`config.mk`:
```
export PLATFORM = sky130hd
export DESIGN_NAME = operand_sel_stage_flat
export DESIGN_NICKNAME = d
export VERILOG_FILES = /design/src/rtl/brisc_pkg.sv /design/src/rtl/operand_sel_if.sv /design/src/rtl/operand_skid_buf.sv /design/src/rtl/operand_sel_stage.sv /design/src/flat_wrapper.sv
export SDC_FILE = /design/constraint.sdc
export NUM_CORES = 1
export LEC_CHECK = 0
export CAP_MARGIN = 20
export CORE_MARGIN = 2
export CORE_UTILIZATION = 45
export DETAILED_ROUTE_END_ITERATION = 12
export GPL_ROUTABILITY_DRIVEN = 0
export PLACE_DENSITY = 0.86
export SLEW_MARGIN = 20
export SYNTH_ARGS = -nofsm -noshare
export SYNTH_HDL_FRONTEND = slang
export SYNTH_SLANG_ARGS = --single-unit
```
`constraint.sdc`:
```
create_clock -name clk -period 2.5 [get_ports clk]
set_input_delay 0.5 -clock clk [delete_from_list [all_inputs] [get_ports clk]]
set_output_delay 0.5 -clock clk [all_outputs]
set_load 0.1 [all_outputs]
```
`src/rtl/brisc_pkg.sv`:
```
// BRISC shared datapath types: operand-B select codes.
package brisc_pkg;

    localparam int IMM_CTL_W = 3;

    typedef enum logic [IMM_CTL_W-1:0] {
        IMM_CTL_REG    = 3'd0,
        IMM_CTL_IMM_ZX = 3'd1,
        IMM_CTL_PC_RET = 3'd2,
        IMM_CTL_IMM_SX = 3'd3,
        IMM_CTL_IMM_HI = 3'd4
    } imm_ctl_t;

endpackage

```
`src/rtl/operand_sel_if.sv`:
```
// Decode-to-ALU operand request/response bundle with valid/ready handshakes.
interface operand_sel_if #(
    parameter int DATA_W = 16,
    parameter int IMM_W  = 8,
    parameter int PC_W   = 8
);
    import brisc_pkg::*;

    logic                 in_valid;
    logic                 in_ready;
    logic [IMM_CTL_W-1:0] imm_ctl;
    logic [DATA_W-1:0]    reg_data;
    logic [IMM_W-1:0]     immediate;
    logic [PC_W-1:0]      pc;
    logic                 out_valid;
    logic                 out_ready;
    logic [DATA_W-1:0]    out_data;
    logic                 out_illegal;

    modport master (
        output in_valid, imm_ctl, reg_data, immediate, pc, out_ready,
        input  in_ready, out_valid, out_data, out_illegal
    );

    modport slave (
        input  in_valid, imm_ctl, reg_data, immediate, pc, out_ready,
        output in_ready, out_valid, out_data, out_illegal
    );

endinterface

```
`src/rtl/operand_skid_buf.sv`:
```
// Operand holding slot: one register (default) or a 2-entry skid buffer
// with registered in_ready when OPSEL_SKID_EN is defined.
module operand_skid_buf #(
    parameter int WIDTH = 17
) (
    input  logic             clk,
    input  logic             rst_n,
    input  logic             in_valid,
    output logic             in_ready,
    input  logic [WIDTH-1:0] in_data,
    output logic             out_valid,
    input  logic             out_ready,
    output logic [WIDTH-1:0] out_data
);

`ifdef OPSEL_SKID_EN
    logic [1:0]       cnt;
    logic [1:0]       cnt_nxt;
    logic [WIDTH-1:0] d0;
    logic [WIDTH-1:0] d1;
    logic             rdy_q;
    logic             push;
    logic             pop;

    assign in_ready  = rdy_q;
    assign out_valid = (cnt != 2'd0);
    assign out_data  = d0;
    assign push      = in_valid && rdy_q;
    assign pop       = out_valid && out_ready;

    always_comb begin
        cnt_nxt = cnt;
        unique case ({push, pop})
            2'b10:   cnt_nxt = cnt + 2'd1;
            2'b01:   cnt_nxt = cnt - 2'd1;
            default: cnt_nxt = cnt;
        endcase
    end

    // d0 is the head; d1 only fills when the head is stalled
    always_ff @(posedge clk or negedge rst_n) begin
        if (!rst_n) begin
            cnt   <= 2'd0;
            d0    <= '0;
            d1    <= '0;
            rdy_q <= 1'b1;
        end else begin
            cnt   <= cnt_nxt;
            rdy_q <= (cnt_nxt != 2'd2);
            if (push && (cnt == 2'd0 || (cnt == 2'd1 && pop)))
                d0 <= in_data;
            else if (pop && cnt == 2'd2)
                d0 <= d1;
            if (push && cnt == 2'd1 && !pop)
                d1 <= in_data;
        end
    end
`else
    logic             v;
    logic [WIDTH-1:0] d;
    logic             push;

    assign in_ready  = !v || out_ready;
    assign out_valid = v;
    assign out_data  = d;
    assign push      = in_valid && in_ready;

    always_ff @(posedge clk or negedge rst_n) begin
        if (!rst_n) begin
            v <= 1'b0;
            d <= '0;
        end else if (push) begin
            v <= 1'b1;
            d <= in_data;
        end else if (out_ready) begin
            v <= 1'b0;
        end
    end
`endif

endmodule

```
`src/rtl/operand_sel_stage.sv`:
```
// Registered ALU operand-B select stage (reg/imm/PC+offset).
// Build option OPSEL_SKID_EN selects a 2-entry skid buffer.
module operand_sel_stage #(
    parameter int DATA_W    = 16,
    parameter int IMM_W     = 8,
    parameter int PC_W      = 8,
    parameter int PC_OFFSET = 3
) (
    input logic         clk,
    input logic         rst_n,
    operand_sel_if.slave bus
);
    import brisc_pkg::*;

    logic [DATA_W-1:0] sel_data;
    logic              sel_ill;
    logic [PC_W-1:0]   pc_sum;
    logic [DATA_W:0]   buf_out;

    // carry out of the PC add is intentionally dropped
    assign pc_sum = bus.pc + PC_W'(PC_OFFSET);

    always_comb begin
        sel_data = bus.reg_data;
        sel_ill  = 1'b0;
        unique case (bus.imm_ctl)
            IMM_CTL_REG:    sel_data = bus.reg_data;
            IMM_CTL_IMM_ZX: sel_data = DATA_W'(bus.immediate);
            IMM_CTL_PC_RET: sel_data = DATA_W'(pc_sum);
            IMM_CTL_IMM_SX: sel_data = DATA_W'($signed(bus.immediate));
            IMM_CTL_IMM_HI:
                sel_data = DATA_W'(bus.immediate) << (DATA_W - IMM_W);
            default: begin
                sel_data = bus.reg_data;
                sel_ill  = 1'b1;
            end
        endcase
    end

    operand_skid_buf #(
        .WIDTH (DATA_W + 1)
    ) u_buf (
        .clk       (clk),
        .rst_n     (rst_n),
        .in_valid  (bus.in_valid),
        .in_ready  (bus.in_ready),
        .in_data   ({sel_ill, sel_data}),
        .out_valid (bus.out_valid),
        .out_ready (bus.out_ready),
        .out_data  (buf_out)
    );

    assign bus.out_data    = buf_out[DATA_W-1:0];
    assign bus.out_illegal = buf_out[DATA_W];

endmodule

```
`src/flat_wrapper.sv`:
```
// flat-port wrapper written by rule: the top's interface ports become plain ports
module operand_sel_stage_flat import brisc_pkg::*;
#(
    parameter int DATA_W    = 16,
    parameter int IMM_W     = 8,
    parameter int PC_W      = 8,
    parameter int PC_OFFSET = 3
)
  (clk, rst_n, bus_in_valid, bus_imm_ctl, bus_reg_data, bus_immediate, bus_pc, bus_out_ready, bus_in_ready, bus_out_valid, bus_out_data, bus_out_illegal);
  operand_sel_if #(.DATA_W(DATA_W), .IMM_W(IMM_W), .PC_W(PC_W)) bus_i ();
  input logic clk;
  input logic rst_n;
  input wire logic [$bits(bus_i.in_valid)-1:0] bus_in_valid;
  input wire logic [$bits(bus_i.imm_ctl)-1:0] bus_imm_ctl;
  input wire logic [$bits(bus_i.reg_data)-1:0] bus_reg_data;
  input wire logic [$bits(bus_i.immediate)-1:0] bus_immediate;
  input wire logic [$bits(bus_i.pc)-1:0] bus_pc;
  input wire logic [$bits(bus_i.out_ready)-1:0] bus_out_ready;
  output wire logic [$bits(bus_i.in_ready)-1:0] bus_in_ready;
  output wire logic [$bits(bus_i.out_valid)-1:0] bus_out_valid;
  output wire logic [$bits(bus_i.out_data)-1:0] bus_out_data;
  output wire logic [$bits(bus_i.out_illegal)-1:0] bus_out_illegal;
  assign bus_i.in_valid = bus_in_valid;
  assign bus_i.imm_ctl = bus_imm_ctl;
  assign bus_i.reg_data = bus_reg_data;
  assign bus_i.immediate = bus_immediate;
  assign bus_i.pc = bus_pc;
  assign bus_i.out_ready = bus_out_ready;
  assign bus_in_ready = bus_i.in_ready;
  assign bus_out_valid = bus_i.out_valid;
  assign bus_out_data = bus_i.out_data;
  assign bus_out_illegal = bus_i.out_illegal;
  operand_sel_stage #(.DATA_W(DATA_W), .IMM_W(IMM_W), .PC_W(PC_W), .PC_OFFSET(PC_OFFSET)) u_core (.clk(clk), .rst_n(rst_n), .bus(bus_i));
endmodule
```
==> impl_metrics.env, run 1 <==
export IMPL_synth_nets=193
export IMPL_cp_num_buf_inv=2
export IMPL_slowest_delay_ns=0.71
export IMPL_fin_area_sq_um=1919
export IMPL_start_util_pct=47.95
export IMPL_mappedNetlistArea_sq_um=1334
export IMPL_grt_first_pass_wirelength_mm=6.168
export IMPL_dp_slack_ns=0.2764
export IMPL_synth_area_leaders="dfrtp_1 (34%), nand2_1 (9.8%), a222oi_1 (6.0%)"
export IMPL_cts_clk_slew_worst_paths_ns=0.11
export IMPL_finalHoldViolCount=0
export IMPL_multi_input_area_sq_um=794.5
export IMPL_crit_slowest_cell="clkdlybuf4s50_1"
export IMPL_grt_max_degree=23
export IMPL_status="finished, final reports clean"
export IMPL_crit_arrival_ns=2.15
export IMPL_clock_sinks=18
export IMPL_setup_ws_ns=0.5616
export IMPL_clock_skew_ns=0.004529
export IMPL_cp_end_kind="flop"
export IMPL_syn_inst=153
export IMPL_syn_to_final_growth_pct=43.90
export IMPL_die_w_microns=58.44
export IMPL_ys_top_cells_by_count="nand2_1 (35), dfrtp_1 (18), o21ai_0 (14)"
export IMPL_min_period_ns=1.938
export IMPL_clock_latency_ns=0.30
export IMPL_setup_viol=0
export IMPL_detail_route_antenna_nets=0
export IMPL_grtUsageTotal_pct=23.25
export IMPL_drt_iter0_drc=86
export IMPL_clk_path_buf_depth=2
export IMPL_grt_pass1_vias=1325
export IMPL_drive_above_1_share_pct=20.95
export IMPL_cp_required_ns=2.71
export IMPL_cts_htree_levels=1
export IMPL_dpl_instance_area_sq_um=1883
export IMPL_die_area_sq_um=3415
export IMPL_cts_setup_buffers=0
export IMPL_drt_wl_total_mm=3.772
export IMPL_slew_headroom_pct=42.17
export IMPL_yosysWarnings=0
export IMPL_cp_max_fo=10
export IMPL_via_count=1443
export IMPL_reg2reg_depth=4
export IMPL_path_cells="clkdlybuf4s50_1, inv_1, nor2_2, a222oi_1, o21ai_0"
export IMPL_ctsResizeCount=0
export IMPL_cts_hold_buf=0
export IMPL_antenna_cells=0
export IMPL_path_depth=5
export IMPL_io_pins=58
export IMPL_p_per_area_nw_per_um2=626.1
export IMPL_power_leakage_nw=0.8741
export IMPL_antenna_found_initial=0
export IMPL_r2r_end="u_core.u_buf.out_data[1]"
export IMPL_rsz0062_at_grt="no"
export IMPL_ys_flop_type="dfrtp_1"
export IMPL_yosys_area_top_type="dfrtp_1"
export IMPL_report_final_slew_viol_count=0
export IMPL_drc=0
export IMPL_synth_most_common_cell="nand2_1"
export IMPL_cts_root_buf="clkbuf_4"
export IMPL_portBuffers=57
export IMPL_fin_setup_tns_ns=0
export IMPL_numCtsBuffers=3
export IMPL_fill_cells=232
export IMPL_cts_tree="done"
export IMPL_maxCapViolations=0
export IMPL_peakVddDrop_uv=580.5
export IMPL_finalCritPeriodShare_pct=77.54
export IMPL_dieHeight_microns=58.44
export IMPL_reg2reg_from="u_core.u_buf.out_valid"
export IMPL_hp_start="u_core.u_buf.out_data[5]"
export IMPL_dp_hpwl_mm=3.010
export IMPL_fp_coreArea_sq_um=2781
export IMPL_synth_seq_cells=18
export IMPL_synth_edf_count=0
export IMPL_hold_depth=2
export IMPL_final_nets=251
export IMPL_vias_per_cell=5.988
export IMPL_start_kind="primary input"
export IMPL_dr_pass1_iters=6
export IMPL_hold_path_class="flop to flop"
export IMPL_ys_seq_area_share_pct=33.77
export IMPL_grt_overflow_total=0
export IMPL_crit_type="primary input to flop"
export IMPL_hold_end="u_core.u_buf.out_data[5]"
export IMPL_power_w=0.001202
export IMPL_seq_area_sq_um=450.4
export IMPL_async_reset_ff_share_pct=100.0
export IMPL_synth_distinct_cells=42
export IMPL_ff2ff_setup_slack_ns=1.15
export IMPL_yosys_area_top_type_share_pct=33.77
export IMPL_cpLargestDelayFamily="buffers and inverters"
export IMPL_fmaxAchievable_mhz=515.9
export IMPL_worst_slew_pin_slew_ns=0.8648
export IMPL_syn_avg_cell_area_sq_um=8.718
export IMPL_rows=19
export IMPL_wl_per_cell_microns=15.65
-- kinds of logic after synthesis --
family / after synthesis / share of synthesized area (%)
AND/OR/NAND/NOR: 55 / 19.51
AO/OA/AOI/OAI: 48 / 25.89
flip-flops: 18 / 33.77
buffers and inverters: 16 / 6.660
multiplexers: 11 / 10.60
XOR/XNOR: 4 / 2.627
adder cells (fa/ha/maj): 1 / 0.9379
-- sequential cells by signal, indices dropped and copies added, names as in the netlist --
name	count
u_core.u_buf.out_data	17
u_core.u_buf.out_valid	1
-- worst min-delay path: cells and delay by family (launching register included) --
| kind | cells | cell delay (ns) |
|---|---|---|
| compound gates | 1 | 0.05 |
| flops | 1 | 0.36 |
| simple gates | 1 | 0.05 |
-- how the worst max path moves through the flow --
stage | from | endpoint | slack [ns]
after floorplan | u_core.u_buf.out_valid | u_core.u_buf.out_data[2] | 0.21
after global placement | bus_pc[0] | u_core.u_buf.out_data[4] | 0.43
after detailed placement | bus_imm_ctl[0] | u_core.u_buf.out_data[14] | 0.28
after CTS | bus_imm_ctl[0] | u_core.u_buf.out_data[14] | 0.60
after global routing | bus_imm_ctl[0] | u_core.u_buf.out_data[14] | 0.51
final | bus_imm_ctl[0] | u_core.u_buf.out_data[14] | 0.56
-- layer usage --
metal	vias up	track usage [%]	wire, microns
met3	4	2.637	318
met1	673	30.26	1552
li1	684	-	-
met2	82	41.09	1871
met4	0	5.648	30
met5	-	0	0
-- final cells by class --
class | instances | area share, %
Multi-Input combinational cell | 119 | 41.40
Timing Repair Buffer | 62 | 29.86
Sequential cell | 18 | 23.47
Tap cell | 31 | 2.021
Clock buffer | 4 | 1.890
Inverter | 7 | 1.369
-- layout by cell type, fill, tap and decap left out, drive strengths merged, types with 2 or more instances in the layout --
cell	netlist	routed
clkdlybuf4s50	0	38
a222oi	8	8
nor2	5	5
dfrtp	18	18
o2111ai	2	2
o22ai	2	2
o21a	2	2
nand3b	2	2
clkbuf	3	4
xnor2	2	2
nand2b	2	2
inv	7	7
o31ai	4	4
a221oi	3	3
o21ai	20	20
mux2	10	10
buf	6	24
nand2	35	35
xor2	2	2
and2	3	3
nor3	4	4
-- power by group --
group	leakage (nW)	switching, W	internal [W]
registers	0.221	0.0000243	0.000334
clock network	0.0210	0.0000980	0.0000888
logic	0.633	0.000469	0.000187
total	0.874	0.000592	0.000610
-- metrics by stage --
stage	instances	utilization [%]	hold slack (ns)
floorplan	153	-	0.2044
global placement	237	67.70	0.4676
detailed placement	237	67.70	0.4710
CTS	241	69.01	0.4951
global route	241	69.01	0.5368
finish	241	69.01	0.4918
No activity file was read; power rests on OpenSTA's default activity.
==> run 2: changes to the inputs <==
- CORE_UTILIZATION: 45 -> 38
- PLACE_DENSITY: 0.86 -> 0.77
- clock period: 2.5 -> 1.6 ns (I/O delays scaled with it)
==> run 2 against run 1 <==
Effect of this change:
- core utilization is 2.5 points higher
- sequential cell count stayed put
- clock-buffer cell count stayed put
- critical path depth is 2 lower
- cell count is 18% higher
- combinational power is 94% higher
- first-iteration DRC count is 1.2% lower
- via count is 6.7% higher
- final area is 25% higher
- hold slack worse by 0.17 ns
- critical path type is now flop to primary output
- critical endpoint is now bus_in_ready
==> impl_metrics.env, run 2 (synthesized netlist as in run 1, its figures left out) <==
export IMPL_finalHoldViolCount=0
export IMPL_cts_setup_buffers=0
export IMPL_p_int_w=0.001179
export IMPL_r2r_end="u_core.u_buf.out_data[0]"
export IMPL_layout_commonest_cell="clkdlybuf4s50_1"
export IMPL_ff2ff_setup_slack_ns=0.16
export IMPL_seq_power_share_pct=27.8
export IMPL_die_w_microns=63.25
export IMPL_detail_route_antenna_nets=0
export IMPL_dp_hpwl_mm=3.289
export IMPL_numCtsBuffers=3
export IMPL_cts_root_buf="clkbuf_4"
export IMPL_clock_latency_ns=0.31
export IMPL_grt_first_pass_wirelength_mm=7.107
export IMPL_swShare_pct=45.78
export IMPL_cts_hold_buf=0
export IMPL_path_depth=3
export IMPL_drt_iter0_drc=85
export IMPL_crit_type="flop to primary output"
export IMPL_cts_clk_slew_worst_paths_ns=0.12
export IMPL_via_count=1539
export IMPL_die_area_sq_um=4000
export IMPL_report_final_slew_viol_count=0
export IMPL_reg2reg_depth=4
export IMPL_largest_reg_flops=17
export IMPL_p_per_area_nw_per_um2=903.7
export IMPL_cts_tree="done"
export IMPL_cp_required_ns=1.28
export IMPL_clk_path_buf_depth=2
export IMPL_worst_slew_pin_slew_ns=0.3150
export IMPL_crit_arrival_ns=1.21
export IMPL_antenna_cells=0
export IMPL_rows=21
export IMPL_p_comb_share_pct=58.2
export IMPL_peakVddDrop_uv=500.1
export IMPL_cts_htree_levels=1
export IMPL_fmaxAchievable_mhz=654.7
export IMPL_drt_wl_total_mm=4.227
export IMPL_dr_pass1_iters=4
export IMPL_finalCritPeriodShare_pct=95.47
export IMPL_dp_cells=280
export IMPL_drive_above_1_share_pct=31.51
export IMPL_rsz0062_at_grt="no"
export IMPL_p_switching_w=0.0009954
export IMPL_cpLargestDelayFamily="flip-flops"
export IMPL_fill_cells=280
export IMPL_power_leakage_nw=1.100
export IMPL_slew_headroom_pct=79.00
export IMPL_clock_skew_ns=0.01287
export IMPL_multi_input_area_sq_um=812.0
export IMPL_dieHeight_microns=63.25
export IMPL_grt_pass1_vias=1511
export IMPL_grt_overflow_total=0
export IMPL_cp_max_fo=4
export IMPL_final_cell_mix="clkdlybuf4s50_1 (37), nand2_1 (35), buf_4 (32)"
export IMPL_drc=0
export IMPL_hold_path_class="primary input to asynchronous set/reset pin"
export IMPL_fp_coreArea_sq_um=3363
export IMPL_cp_num_buf_inv=2
export IMPL_cp_endpoint="bus_in_ready"
export IMPL_path_cells="nand2b_4, buf_4, buf_12"
export IMPL_maxCapViolations=0
export IMPL_portBuffers=57
export IMPL_start_kind="flop"
export IMPL_seq_area_sq_um=454.2
export IMPL_timing_hold_ws_ns=0.3208
export IMPL_slowest_delay_ns=0.53
export IMPL_reg2reg_from="u_core.u_buf.out_valid"
export IMPL_antenna_found_initial=0
export IMPL_final_nets=279
export IMPL_status="finished, final reports clean"
export IMPL_cp_startpoint="u_core.u_buf.out_valid"
export IMPL_vias_per_cell=5.419
export IMPL_grt_max_degree=19
export IMPL_final_cells=284
export IMPL_io_pins=58
export IMPL_setup_viol=0
export IMPL_min_period_ns=1.527
export IMPL_cp_end_kind="primary output"
export IMPL_grtUsageTotal_pct=22.29
export IMPL_clock_sinks=18
export IMPL_syn_to_final_growth_pct=80.39
export IMPL_start_util_pct=39.66
export IMPL_wl_per_cell_microns=14.88
export IMPL_crit_slowest_cell="dfrtp_4"
export IMPL_p_clk_share_pct=14.1
[run 2: changes by cell type in the layout (fill, tap and decap cells not counted), sizes merged]
| cell | delta |
|---|---|
| buf | +28 |
| dlygate4sd2 | +1 |
| clkdlybuf4s50 | -1 |
[run 2: area by class of cell]
cell class	count	area share [%]
Multi-Input combinational cell	119	33.75
Tap cell	46	2.392
Sequential cell	18	18.88
Clock buffer	4	1.508
Inverter	7	1.092
Timing Repair Buffer	90	42.38
[run 2: what timing repair did]
action / CTS / global route
cloned: 0 / 0
gates resized for setup: 1 / 2
endpoints found under the setup margin: 1 / 2
[run 2: metrics by stage]
stage / utilization [%] / setup WS (ns) / TNS, ns / area [sq um] / total power, W
6_report: 71.54 / 0.07254 / 0 / 2406 / 0.002174
5_1_grt: 71.54 / 0.005520 / 0 / 2406 / 0.002253
4_1_cts: 71.09 / 0.05131 / 0 / 2391 / 0.002173
3_5_place_dp: 70.05 / -0.3391 / -4.584 / 2356 / 0.001874
3_3_place_gp: 70.05 / -0.2998 / -3.748 / 2356 / 0.001859
2_1_floorplan: - / -0.1417 / -1.323 / 1350 / 0.001305
[run 2: metal layers]
| metal | share of wire, % | global-route usage, % | vias up |
|---|---|---|---|
| met5 | 0 | 0 | - |
| met4 | 0.88 | 6.250 | 0 |
| met3 | 5.7 | 3.036 | 5 |
| met2 | 50 | 36.44 | 59 |
| met1 | 43 | 30.86 | 740 |
| li1 | - | - | 735 |
[run 2: power by group through the flow]
stage | Clock [W] | Sequential (W) | Combinational, W
3_5_place_dp | 0 | 0.000612 | 0.00126
5_1_grt | 0.000323 | 0.000611 | 0.00132
2_1_floorplan | 0 | 0.00107 | 0.000232
3_3_place_gp | 0 | 0.000609 | 0.00125
4_1_cts | 0.000303 | 0.000604 | 0.00127
6_report | 0.000306 | 0.000603 | 0.00127
[run 2: worst register-to-register path, cell delays in order (launching register included)]
cell      delay, ns
dfrtp_4        0.53
nand2b_4       0.09
nand2_1        0.19
buf_4          0.25
o31ai_1        0.28
[run 2: worst min path at each step]
stage / from / to / cells after the start
2_1_floorplan: rst_n / u_core.u_buf.out_data[0] / 0
3_3_place_gp: u_core.u_buf.out_data[16] / u_core.u_buf.out_data[16] / 2
3_5_place_dp: u_core.u_buf.out_data[12] / u_core.u_buf.out_data[12] / 2
4_1_cts: rst_n / u_core.u_buf.out_data[16] / 2
5_1_grt: rst_n / u_core.u_buf.out_data[16] / 2
6_report: rst_n / u_core.u_buf.out_data[16] / 2
==> run 3: changes to the inputs <==
- TNS_END_PERCENT: default -> 10
==> results of run 3 <==
The final DEF is identical to that of run 2; final timing and power are the same.
